$ cat src/rtl/fpu_addsub_arbiter_if.sv
// Request, issue and result signals shared between fpu_addsub_arbiter and its environment.
// The slave modport is the arbiter's view; the master modport is the requester/datapath side.
interface fpu_addsub_arbiter_if;
  logic        req_valid0, req_valid1;
  logic [31:0] req_a0, req_b0, req_a1, req_b1;
  logic        req_sub0, req_sub1;
  logic        req_ready0, req_ready1;
  logic        issue_valid;
  logic [31:0] issue_a, issue_b;
  logic        issue_sub;
  logic [1:0]  issue_subnormal_status;
  logic [31:0] pipe_result;
  logic        res_valid0, res_valid1;
  logic [31:0] res_data;

  modport slave (
    input  req_valid0, req_valid1, req_a0, req_b0, req_a1, req_b1, req_sub0, req_sub1,
    input  pipe_result,
    output req_ready0, req_ready1,
    output issue_valid, issue_a, issue_b, issue_sub, issue_subnormal_status,
    output res_valid0, res_valid1, res_data
  );

  modport master (
    output req_valid0, req_valid1, req_a0, req_b0, req_a1, req_b1, req_sub0, req_sub1,
    output pipe_result,
    input  req_ready0, req_ready1,
    input  issue_valid, issue_a, issue_b, issue_sub, issue_subnormal_status,
    input  res_valid0, res_valid1, res_data
  );
endinterface

$ cat src/rtl/fpu_addsub_arbiter.sv
// Two-port round-robin arbiter in front of a fixed-latency FP add/sub datapath.
// Tracks in-flight issues with a {valid, port} tag pipe and returns each result to its issuer.
module fpu_addsub_arbiter #(
  parameter int LAT     = 4,
  parameter int MAX_OUT = 2
) (
  input  logic                 clk,
  input  logic                 rst_n,
  fpu_addsub_arbiter_if.slave  bus
);

  localparam int CNT_W = $clog2(MAX_OUT + 1);
  localparam logic [CNT_W-1:0] MAX_CNT = CNT_W'(MAX_OUT);

  function automatic logic is_subnormal(input logic [31:0] x);
    return (x[30:23] == 8'd0) && (x[22:0] != 23'd0);
  endfunction

  logic [CNT_W-1:0] cnt0_q, cnt0_d, cnt1_q, cnt1_d;
  logic             last_grant_q, last_grant_d;
  logic             issue_valid_q, issue_valid_d;
  logic [31:0]      issue_a_q, issue_a_d, issue_b_q, issue_b_d;
  logic             issue_sub_q, issue_sub_d;
  logic [1:0]       issue_sn_q, issue_sn_d;
  logic             issue_port_q, issue_port_d;
  logic [LAT-1:0]   tag_valid_q, tag_valid_d, tag_port_q, tag_port_d;
  logic             res_valid0_q, res_valid0_d, res_valid1_q, res_valid1_d;
  logic [31:0]      res_data_q, res_data_d;
  logic             elig0, elig1, grant0, grant1, accept;

  // Stage 0 takes the current issue; later stages shift toward the result capture point.
  genvar gi;
  generate
    for (gi = 0; gi < LAT; gi++) begin : g_tag
      if (gi == 0) begin : g_head
        assign tag_valid_d[gi] = issue_valid_q;
        assign tag_port_d[gi]  = issue_port_q;
      end else begin : g_body
        assign tag_valid_d[gi] = tag_valid_q[gi-1];
        assign tag_port_d[gi]  = tag_port_q[gi-1];
      end
    end
  endgenerate

  always_comb begin
    // A slot returned by this cycle's result strobe is already reusable.
    elig0  = bus.req_valid0 && ((cnt0_q < MAX_CNT) || res_valid0_q);
    elig1  = bus.req_valid1 && ((cnt1_q < MAX_CNT) || res_valid1_q);
    grant0 = rst_n && elig0 && (!elig1 || last_grant_q);
    grant1 = rst_n && elig1 && (!elig0 || !last_grant_q);
    accept = grant0 || grant1;

    last_grant_d  = accept ? grant1 : last_grant_q;
    issue_valid_d = accept;
    issue_port_d  = accept ? grant1 : issue_port_q;
    issue_a_d     = issue_a_q;
    issue_b_d     = issue_b_q;
    issue_sub_d   = issue_sub_q;
    issue_sn_d    = issue_sn_q;
    if (grant0) begin
      issue_a_d   = bus.req_a0;
      issue_b_d   = bus.req_b0;
      issue_sub_d = bus.req_sub0;
      issue_sn_d  = {is_subnormal(bus.req_a0), is_subnormal(bus.req_b0)};
    end else if (grant1) begin
      issue_a_d   = bus.req_a1;
      issue_b_d   = bus.req_b1;
      issue_sub_d = bus.req_sub1;
      issue_sn_d  = {is_subnormal(bus.req_a1), is_subnormal(bus.req_b1)};
    end

    res_valid0_d = tag_valid_q[LAT-1] && !tag_port_q[LAT-1];
    res_valid1_d = tag_valid_q[LAT-1] &&  tag_port_q[LAT-1];
    res_data_d   = tag_valid_q[LAT-1] ? bus.pipe_result : res_data_q;

    cnt0_d = cnt0_q + CNT_W'(grant0) - CNT_W'(res_valid0_q);
    cnt1_d = cnt1_q + CNT_W'(grant1) - CNT_W'(res_valid1_q);
  end

  always_ff @(posedge clk) begin
    if (!rst_n) begin
      cnt0_q        <= '0;
      cnt1_q        <= '0;
      last_grant_q  <= 1'b1;
      issue_valid_q <= 1'b0;
      issue_a_q     <= '0;
      issue_b_q     <= '0;
      issue_sub_q   <= 1'b0;
      issue_sn_q    <= '0;
      issue_port_q  <= 1'b0;
      tag_valid_q   <= '0;
      tag_port_q    <= '0;
      res_valid0_q  <= 1'b0;
      res_valid1_q  <= 1'b0;
      res_data_q    <= '0;
    end else begin
      cnt0_q        <= cnt0_d;
      cnt1_q        <= cnt1_d;
      last_grant_q  <= last_grant_d;
      issue_valid_q <= issue_valid_d;
      issue_a_q     <= issue_a_d;
      issue_b_q     <= issue_b_d;
      issue_sub_q   <= issue_sub_d;
      issue_sn_q    <= issue_sn_d;
      issue_port_q  <= issue_port_d;
      tag_valid_q   <= tag_valid_d;
      tag_port_q    <= tag_port_d;
      res_valid0_q  <= res_valid0_d;
      res_valid1_q  <= res_valid1_d;
      res_data_q    <= res_data_d;
    end
  end

  assign bus.req_ready0             = grant0;
  assign bus.req_ready1             = grant1;
  assign bus.issue_valid            = issue_valid_q;
  assign bus.issue_a                = issue_a_q;
  assign bus.issue_b                = issue_b_q;
  assign bus.issue_sub              = issue_sub_q;
  assign bus.issue_subnormal_status = issue_sn_q;
  assign bus.res_valid0             = res_valid0_q;
  assign bus.res_valid1             = res_valid1_q;
  assign bus.res_data               = res_data_q;

endmodule
$ cat src/flat_wrapper.sv
// flat-port wrapper written by rule: the top's interface ports become plain ports
module fpu_addsub_arbiter_flat 
#(
  parameter int LAT     = 4,
  parameter int MAX_OUT = 2
)
  (clk, rst_n, bus_req_valid0, bus_req_valid1, bus_req_a0, bus_req_b0, bus_req_a1, bus_req_b1, bus_req_sub0, bus_req_sub1, bus_pipe_result, bus_req_ready0, bus_req_ready1, bus_issue_valid, bus_issue_a, bus_issue_b, bus_issue_sub, bus_issue_subnormal_status, bus_res_valid0, bus_res_valid1, bus_res_data);
  fpu_addsub_arbiter_if bus_i ();
  input  logic clk;
  input  logic rst_n;
  input wire logic [$bits(bus_i.req_valid0)-1:0] bus_req_valid0;
  input wire logic [$bits(bus_i.req_valid1)-1:0] bus_req_valid1;
  input wire logic [$bits(bus_i.req_a0)-1:0] bus_req_a0;
  input wire logic [$bits(bus_i.req_b0)-1:0] bus_req_b0;
  input wire logic [$bits(bus_i.req_a1)-1:0] bus_req_a1;
  input wire logic [$bits(bus_i.req_b1)-1:0] bus_req_b1;
  input wire logic [$bits(bus_i.req_sub0)-1:0] bus_req_sub0;
  input wire logic [$bits(bus_i.req_sub1)-1:0] bus_req_sub1;
  input wire logic [$bits(bus_i.pipe_result)-1:0] bus_pipe_result;
  output wire logic [$bits(bus_i.req_ready0)-1:0] bus_req_ready0;
  output wire logic [$bits(bus_i.req_ready1)-1:0] bus_req_ready1;
  output wire logic [$bits(bus_i.issue_valid)-1:0] bus_issue_valid;
  output wire logic [$bits(bus_i.issue_a)-1:0] bus_issue_a;
  output wire logic [$bits(bus_i.issue_b)-1:0] bus_issue_b;
  output wire logic [$bits(bus_i.issue_sub)-1:0] bus_issue_sub;
  output wire logic [$bits(bus_i.issue_subnormal_status)-1:0] bus_issue_subnormal_status;
  output wire logic [$bits(bus_i.res_valid0)-1:0] bus_res_valid0;
  output wire logic [$bits(bus_i.res_valid1)-1:0] bus_res_valid1;
  output wire logic [$bits(bus_i.res_data)-1:0] bus_res_data;
  assign bus_i.req_valid0 = bus_req_valid0;
  assign bus_i.req_valid1 = bus_req_valid1;
  assign bus_i.req_a0 = bus_req_a0;
  assign bus_i.req_b0 = bus_req_b0;
  assign bus_i.req_a1 = bus_req_a1;
  assign bus_i.req_b1 = bus_req_b1;
  assign bus_i.req_sub0 = bus_req_sub0;
  assign bus_i.req_sub1 = bus_req_sub1;
  assign bus_i.pipe_result = bus_pipe_result;
  assign bus_req_ready0 = bus_i.req_ready0;
  assign bus_req_ready1 = bus_i.req_ready1;
  assign bus_issue_valid = bus_i.issue_valid;
  assign bus_issue_a = bus_i.issue_a;
  assign bus_issue_b = bus_i.issue_b;
  assign bus_issue_sub = bus_i.issue_sub;
  assign bus_issue_subnormal_status = bus_i.issue_subnormal_status;
  assign bus_res_valid0 = bus_i.res_valid0;
  assign bus_res_valid1 = bus_i.res_valid1;
  assign bus_res_data = bus_i.res_data;
  fpu_addsub_arbiter #(.LAT(LAT), .MAX_OUT(MAX_OUT)) u_core (.clk(clk), .rst_n(rst_n), .bus(bus_i));
endmodule
$ cat config.mk
export PLATFORM = sky130hd
export DESIGN_NAME = fpu_addsub_arbiter_flat
export DESIGN_NICKNAME = d
export VERILOG_FILES = /design/src/rtl/fpu_addsub_arbiter_if.sv /design/src/rtl/fpu_addsub_arbiter.sv /design/src/flat_wrapper.sv
export SDC_FILE = /design/constraint.sdc
export NUM_CORES = 1
export LEC_CHECK = 0
export ABC_AREA = 1
export CAP_MARGIN = 20
export CORE_ASPECT_RATIO = 1.5
export CORE_MARGIN = 2
export CORE_UTILIZATION = 39
export DETAILED_ROUTE_END_ITERATION = 8
export PLACE_DENSITY = 0.83
export SYNTH_ARGS = -nofsm -noshare
export SYNTH_HDL_FRONTEND = slang
export SYNTH_SLANG_ARGS = --single-unit
$ cat constraint.sdc
create_clock -name clk -period 2.4 [get_ports clk]
set_clock_uncertainty 0.05 [all_clocks]
set_input_delay 0.36 -clock clk [delete_from_list [all_inputs] [get_ports clk]]
set_output_delay 0.36 -clock clk [all_outputs]
set_load 0.01 [all_outputs]
Word-level counts from Yosys, hierarchy flattened
Index checks and enable logic that the tools add are counted.
{"block": "classes", "n_reduce_logical": 30, "n_div": 0, "eq_ne": 0, "order_cmp": 2, "mul": 0, "n_addsub": 4, "muxes": 8, "shifts": 0, "n_bitwise": 0}
{"operator": "32-bit 2-to-1 mux", "count": 4}
{"operator": "23-bit nonzero test", "count": 4}
{"operator": "8-bit logical NOT", "count": 4}
{"operator": "1-bit logical AND", "count": 12}
{"operator": "1-bit logical OR", "count": 5}
{"operator": "2-bit by 1-bit adder with 2-bit output", "count": 2}
{"operator": "1-bit logical NOT", "count": 4}
{"operator": "2-bit less-than comparator (second input constant)", "count": 2}
{"operator": "2-bit 2-to-1 mux", "count": 2}
{"operator": "2-bit by 1-bit subtractor with 2-bit output", "count": 2}
{"operator": "1-bit 2-to-1 mux", "count": 2}
{"operator": "2-bit nonzero test", "count": 1}
{"block": "word_totals", "inputBits": 166, "mem_bits_rw": 0, "latch_bits": 0, "n_memories": 0, "elab_cells": 58, "rom_bits": 0, "register_bits": 116}

Depth between registers and ports, before layout
Gate-level depths: netlist of the first run.
{"block": "depth", "ltp_word": 8, "ltp_mapped": 14, "mapped_depth_nobuf": 13}

Worst setup path before layout of the first run
No wires, ideal clock.
{"block": "synth_path", "path_type": "register to register", "start": "register u_core.res_valid1_q (netlist: u_core.bus.res_valid1)", "end": "register u_core.cnt1_q[1]", "stages_incl_launch_ff": 13, "setup_ns": 0.120, "t_arrival_ns": 1.873, "path_slack_ns": 0.356, "path_cell_list": "dfxtp_1 > inv_1 > nand2_1 > nand3_1 > or2_1 > buf_6 > buf_2 > ha_1 > inv_1 > ha_1 > xor2_1 > o21ai_0 > a21oi_1"}
{"block": "synth_via", "elab_chain_len": 6}
{"element": "start, declared", "line_no": "fpu_addsub_arbiter.sv:27", "rtl": "logic res_valid0_q, res_valid0_d, res_valid1_q, res_valid1_d;"}
{"element": "start signal, assigned", "line_no": "fpu_addsub_arbiter.sv:109", "rtl": "res_valid1_q <= res_valid1_d;"}
{"element": "1-bit logical OR", "line_no": "fpu_addsub_arbiter.sv:48", "rtl": "elig1 = bus.req_valid1 && ((cnt1_q < MAX_CNT) || res_valid1_q);"}
{"element": "1-bit logical AND", "line_no": "fpu_addsub_arbiter.sv:48"}
{"element": "1-bit logical AND (2 in series)", "line_no": "fpu_addsub_arbiter.sv:50", "rtl": "grant1 = rst_n && elig1 && (!elig0 || !last_grant_q);"}
{"element": "2-bit by 1-bit adder with 2-bit output", "line_no": "fpu_addsub_arbiter.sv:77", "rtl": "cnt1_d = cnt1_q + CNT_W'(grant1) - CNT_W'(res_valid1_q);"}
{"element": "2-bit by 1-bit subtractor with 2-bit output (*)", "line_no": "fpu_addsub_arbiter.sv:77"}
{"element": "end signal, assigned", "line_no": "fpu_addsub_arbiter.sv:98", "rtl": "cnt1_q <= cnt1_d;"}
{"element": "end, declared", "line_no": "fpu_addsub_arbiter.sv:19", "rtl": "logic [CNT_W-1:0] cnt0_q, cnt0_d, cnt1_q, cnt1_d;"}
Mark *: on every way between the ends. The rest lies on a longest branch, timed or not.
A chain may end at the register's enable or synchronous reset.

Final worst setup path of the first run
{"block": "layout_path", "start": "register u_core.res_valid0_q (netlist: u_core.bus.res_valid0)", "end": "output port bus_req_ready1"}
{"block": "layout_via", "elab_chain_len": 5}
{"element": "start, declared", "line_no": "fpu_addsub_arbiter.sv:27"}
{"element": "start signal, assigned", "line_no": "fpu_addsub_arbiter.sv:108", "rtl": "res_valid0_q <= res_valid0_d;"}
{"element": "1-bit logical OR", "line_no": "fpu_addsub_arbiter.sv:47", "rtl": "elig0 = bus.req_valid0 && ((cnt0_q < MAX_CNT) || res_valid0_q);"}
{"element": "1-bit logical AND", "line_no": "fpu_addsub_arbiter.sv:47"}
{"element": "1-bit logical NOT", "line_no": "fpu_addsub_arbiter.sv:50"}
{"element": "1-bit logical OR", "line_no": "fpu_addsub_arbiter.sv:50"}
{"element": "1-bit logical AND", "line_no": "fpu_addsub_arbiter.sv:50"}
{"element": "end, declared", "line_no": "flat_wrapper.sv:21", "rtl": "output wire logic [$bits(bus_i.req_ready1)-1:0] bus_req_ready1;"}
Every way passes these cells.

==> impl_metrics.py, run 1 <==
metrics = {
    "run_status": {
        "status": "completed",
    },
    "cts": {
        "clk_pin_slew_ns": 0.05,
        "h-tree-depth": 4,
        "insertion_delay_ns": 0.41,
        "cts_max_path_buffers": 2,
        "root_buffer": "clkbuf_16",
        "clock-sinks": 116,
        "cts-buffers-inserted": 17,
        "cts_tree": "done",
    },
    "sta": {
        "setup_viol": 0,
        "hold_viol_final": 0,
        "rsz0062_at_grt": "false",
        "fmax_ghz": 0.476,
        "post-route-min-period_ns": 2.10,
        "worst_pin_slew_ns": 0.605,
        "finalSetupTns_ns": 0,
        "finalCritPeriodShare_pct": 87.6,
        "slew_violations": 0,
        "relSlewSlack_pct": 59.6,
        "hold_slack_ns": 0.336,
    },
    "critical_path": {
        "crit_type": "flip-flop to primary output",
        "r2r-start": "u_core.bus.res_valid0",
        "r2r_cells": 11,
        "r2r_setup_slack_ns": 0.44,
        "cp.required_ns": 1.99,
        "crit_fanout": 4,
        "crit_chain": "inv_1 > nand2_1 > nand2_1 > nor2_1 > or2_2 > inv_1 > dlygate4sd2_1",
        "end_kind": "primary output",
        "slowest_delay_ns": 0.33,
        "worst_setup_path_start_kind": "flip-flop",
        "cp.arrival_ns": 1.69,
        "r2r_end": "u_core.cnt1_q[1]",
        "slowest_stage": "dfxtp_1",
    },
    "synth": {
        "synth_compound_area_share_pct": 10.8,
        "yosys.area_share.simple_pct": 33.7,
        "synth.distinct_cells": 21,
        "synthCells": 716,
        "muxShareOfSynthArea_pct": 0,
        "synth_nets": 885,
        "synthAdderAreaFrac_pct": 0.763,
        "synth_xor_area_share_pct": 0.356,
        "synth_top_family_by_area": "simple AND/OR/NAND/NOR gates",
        "yosys_warnings": 0,
        "ys_seq_area_share_pct": 47.2,
        "ys_ff_latch": 116,
        "syn_avg_cell_area_um2": 6.87,
        "syn_area_um2": 4920,
    },
    "power": {
        "power.density_nw_per_um2": 673,
        "ir_worst_vdd_mv": 0.431,
        "p_leak_nw": 3.50,
    },
    "layout": {
        "fin_nets": 1145,
        "layout_common_cells": "266 x nor2_1, 266 x clkdlybuf4s50_1, 116 x dfxtp_1",
        "fin_util_pct": 67.1,
        "drive_gt1_share_pct": 5.46,
        "synthToLayoutAreaGrowth_pct": 68.9,
        "diodes": 0,
    },
    "worst_hold_path": {
        "whs_endpoint": "u_core.bus.res_valid1",
        "hold_start": "rst_n",
        "hp-class": "primary input to flip-flop",
        "hold_depth": 3,
    },
    "global_route": {
        "grt_pass1_vias": 5613,
        "grt_remaining_overflow": 0,
        "grt_max_degree": 68,
        "grt_usage_pct": 25.3,
        "antenna_found_initial": 0,
        "grt_pass1_wl_mm": 26.7,
    },
    "die": {
        "core.rowCount": 50,
        "core_um2": 12400,
        "die_height_um": 142,
        "dieWidth_um": 95.7,
        "initial_utilization_pct": 39.7,
        "dieArea_um2": 13500,
        "ios": 270,
    },
    "job": {
        "drv_cap": 0,
    },
    "place": {
        "io_buffers": 269,
        "gp_congestion": 0.905,
        "dp_hpwl_mm": 12.0,
    },
    "drt": {
        "routed_via_density": 4.83,
        "route.vias.total": 5531,
        "drt_iter0_markers": 189,
        "postRouteAntennaNets": 0,
        "drcViolationCount": 0,
        "drtPass1Iterations": 4,
        "routedWlPerCell_um": 14.5,
        "routed_wl_mm": 16.6,
    },
}
[Yosys cell counts, drive strengths merged]
| library cell | count | area, um^2 |
|---|---|---|
| o21ai | 98 | 490 |
| xor2 | 2 | 17.5 |
| or2 | 2 | 12.5 |
| inv | 41 | 154 |
| a21oi | 4 | 20.0 |
| ha | 3 | 37.5 |
| a31oi | 1 | 6.26 |
| nand4 | 2 | 12.5 |
| clkbuf | 22 | 82.6 |
| nor2 | 269 | 1020 |
| nor3 | 66 | 340 |
| nand2 | 61 | 231 |
| dfxtp | 116 | 2320 |
| o211ai | 2 | 15.0 |
| buf | 18 | 115 |
| nand3 | 9 | 45.0 |
[report_power, final]
part / internal [mW] / total, mW / switching (mW)
clock: 1.45 / 2.44 / 0.992
sequential: 2.06 / 2.13 / 0.0678
combinational: 0.583 / 1.02 / 0.437
[flip-flops by register name, indices dropped and copies added, names as in the netlist, 2 cells and up]
signal and flops:
u_core.tag_port_q 4, u_core.bus.issue_b 32, u_core.cnt1_q 2, u_core.bus.res_data 32
u_core.cnt0_q 2, u_core.bus.issue_subnormal_status 2, u_core.bus.issue_a 32, u_core.tag_valid_q 4
[cell type report]
cell class / count / area [um^2]
inverter: 41 / 154
fill: 1051 / 4080
timing repair buffer: 281 / 2820
multi-input combinational: 519 / 2250
clock buffer: 17 / 425
clock inverter: 15 / 146
tap: 156 / 195
sequential: 116 / 2320
[routing by layer]
metal  track usage, %  vias to the layer above  wire length, um
met1             28.1                     2474             6440
li1                 -                     2810                -
met5                0                        -                0
met4             10.9                        0              535
met2             44.2                      208             8390
met3             7.49                       39             1210
[cell families (layout without fill, tap and decap cells)]
| kind of cell | after synthesis | count (layout) |
|---|---|---|
| and+or+nand+nor | 409 | 409 |
| xor gates and xnor gates | 2 | 2 |
| DFF | 116 | 116 |
| AOI/OAI and AO/OA | 105 | 105 |
| adders and majority gates | 3 | 3 |
| buffers and inverters | 81 | 354 |
[through the flow]
stage          area, um^2  std cells  power (mW)  setup WS, ns
2_1_floorplan        4920        716        2.55         0.356
3_3_place_gp         7730       1113        3.18        0.0747
3_5_place_dp         7730       1113        3.19        0.0477
4_1_cts              8310       1145        5.65        0.0885
5_1_grt              8310       1145        5.83         0.192
6_report             8310       1145        5.59         0.297
[worst max-delay path, delay by kind of cell (launching register included)]
kind / cells / cell delay [ns]
buffers and inverters: 3 / 0.42
flip-flops: 1 / 0.33
AND/OR/NAND/NOR: 4 / 0.54
[timing repair]
item                                    4_1_cts  5_1_grt
gates resized for setup                       1        1
endpoints found under the setup margin        1        1
buffers inserted                              0        0
hold buffers                                  0        0
[how the worst max path moves through the flow]
| stage | depth (start not counted) | to | startpoint | slack, ns |
|---|---|---|---|---|
| after floorplan | 12 | u_core.cnt1_q[1] | u_core.bus.res_valid1 | 0.36 |
| after global placement | 5 | bus_req_ready1 | bus_req_valid1 | 0.07 |
| after detailed placement | 9 | u_core.cnt1_q[1] | bus_req_valid1 | 0.05 |
| after CTS | 7 | bus_req_ready0 | u_core.bus.res_valid0 | 0.09 |
| after global routing | 7 | bus_req_ready1 | u_core.bus.res_valid0 | 0.19 |
| final | 7 | bus_req_ready1 | u_core.bus.res_valid0 | 0.30 |
No activity file was read; power rests on OpenSTA's default activity.
==> inputs of run 2 (changes only) <==
Settings changed: CTS_CLUSTER_DIAMETER set to 60.
==> results of run 2 <==
Final layout, timing and power as in run 1 (identical DEF).
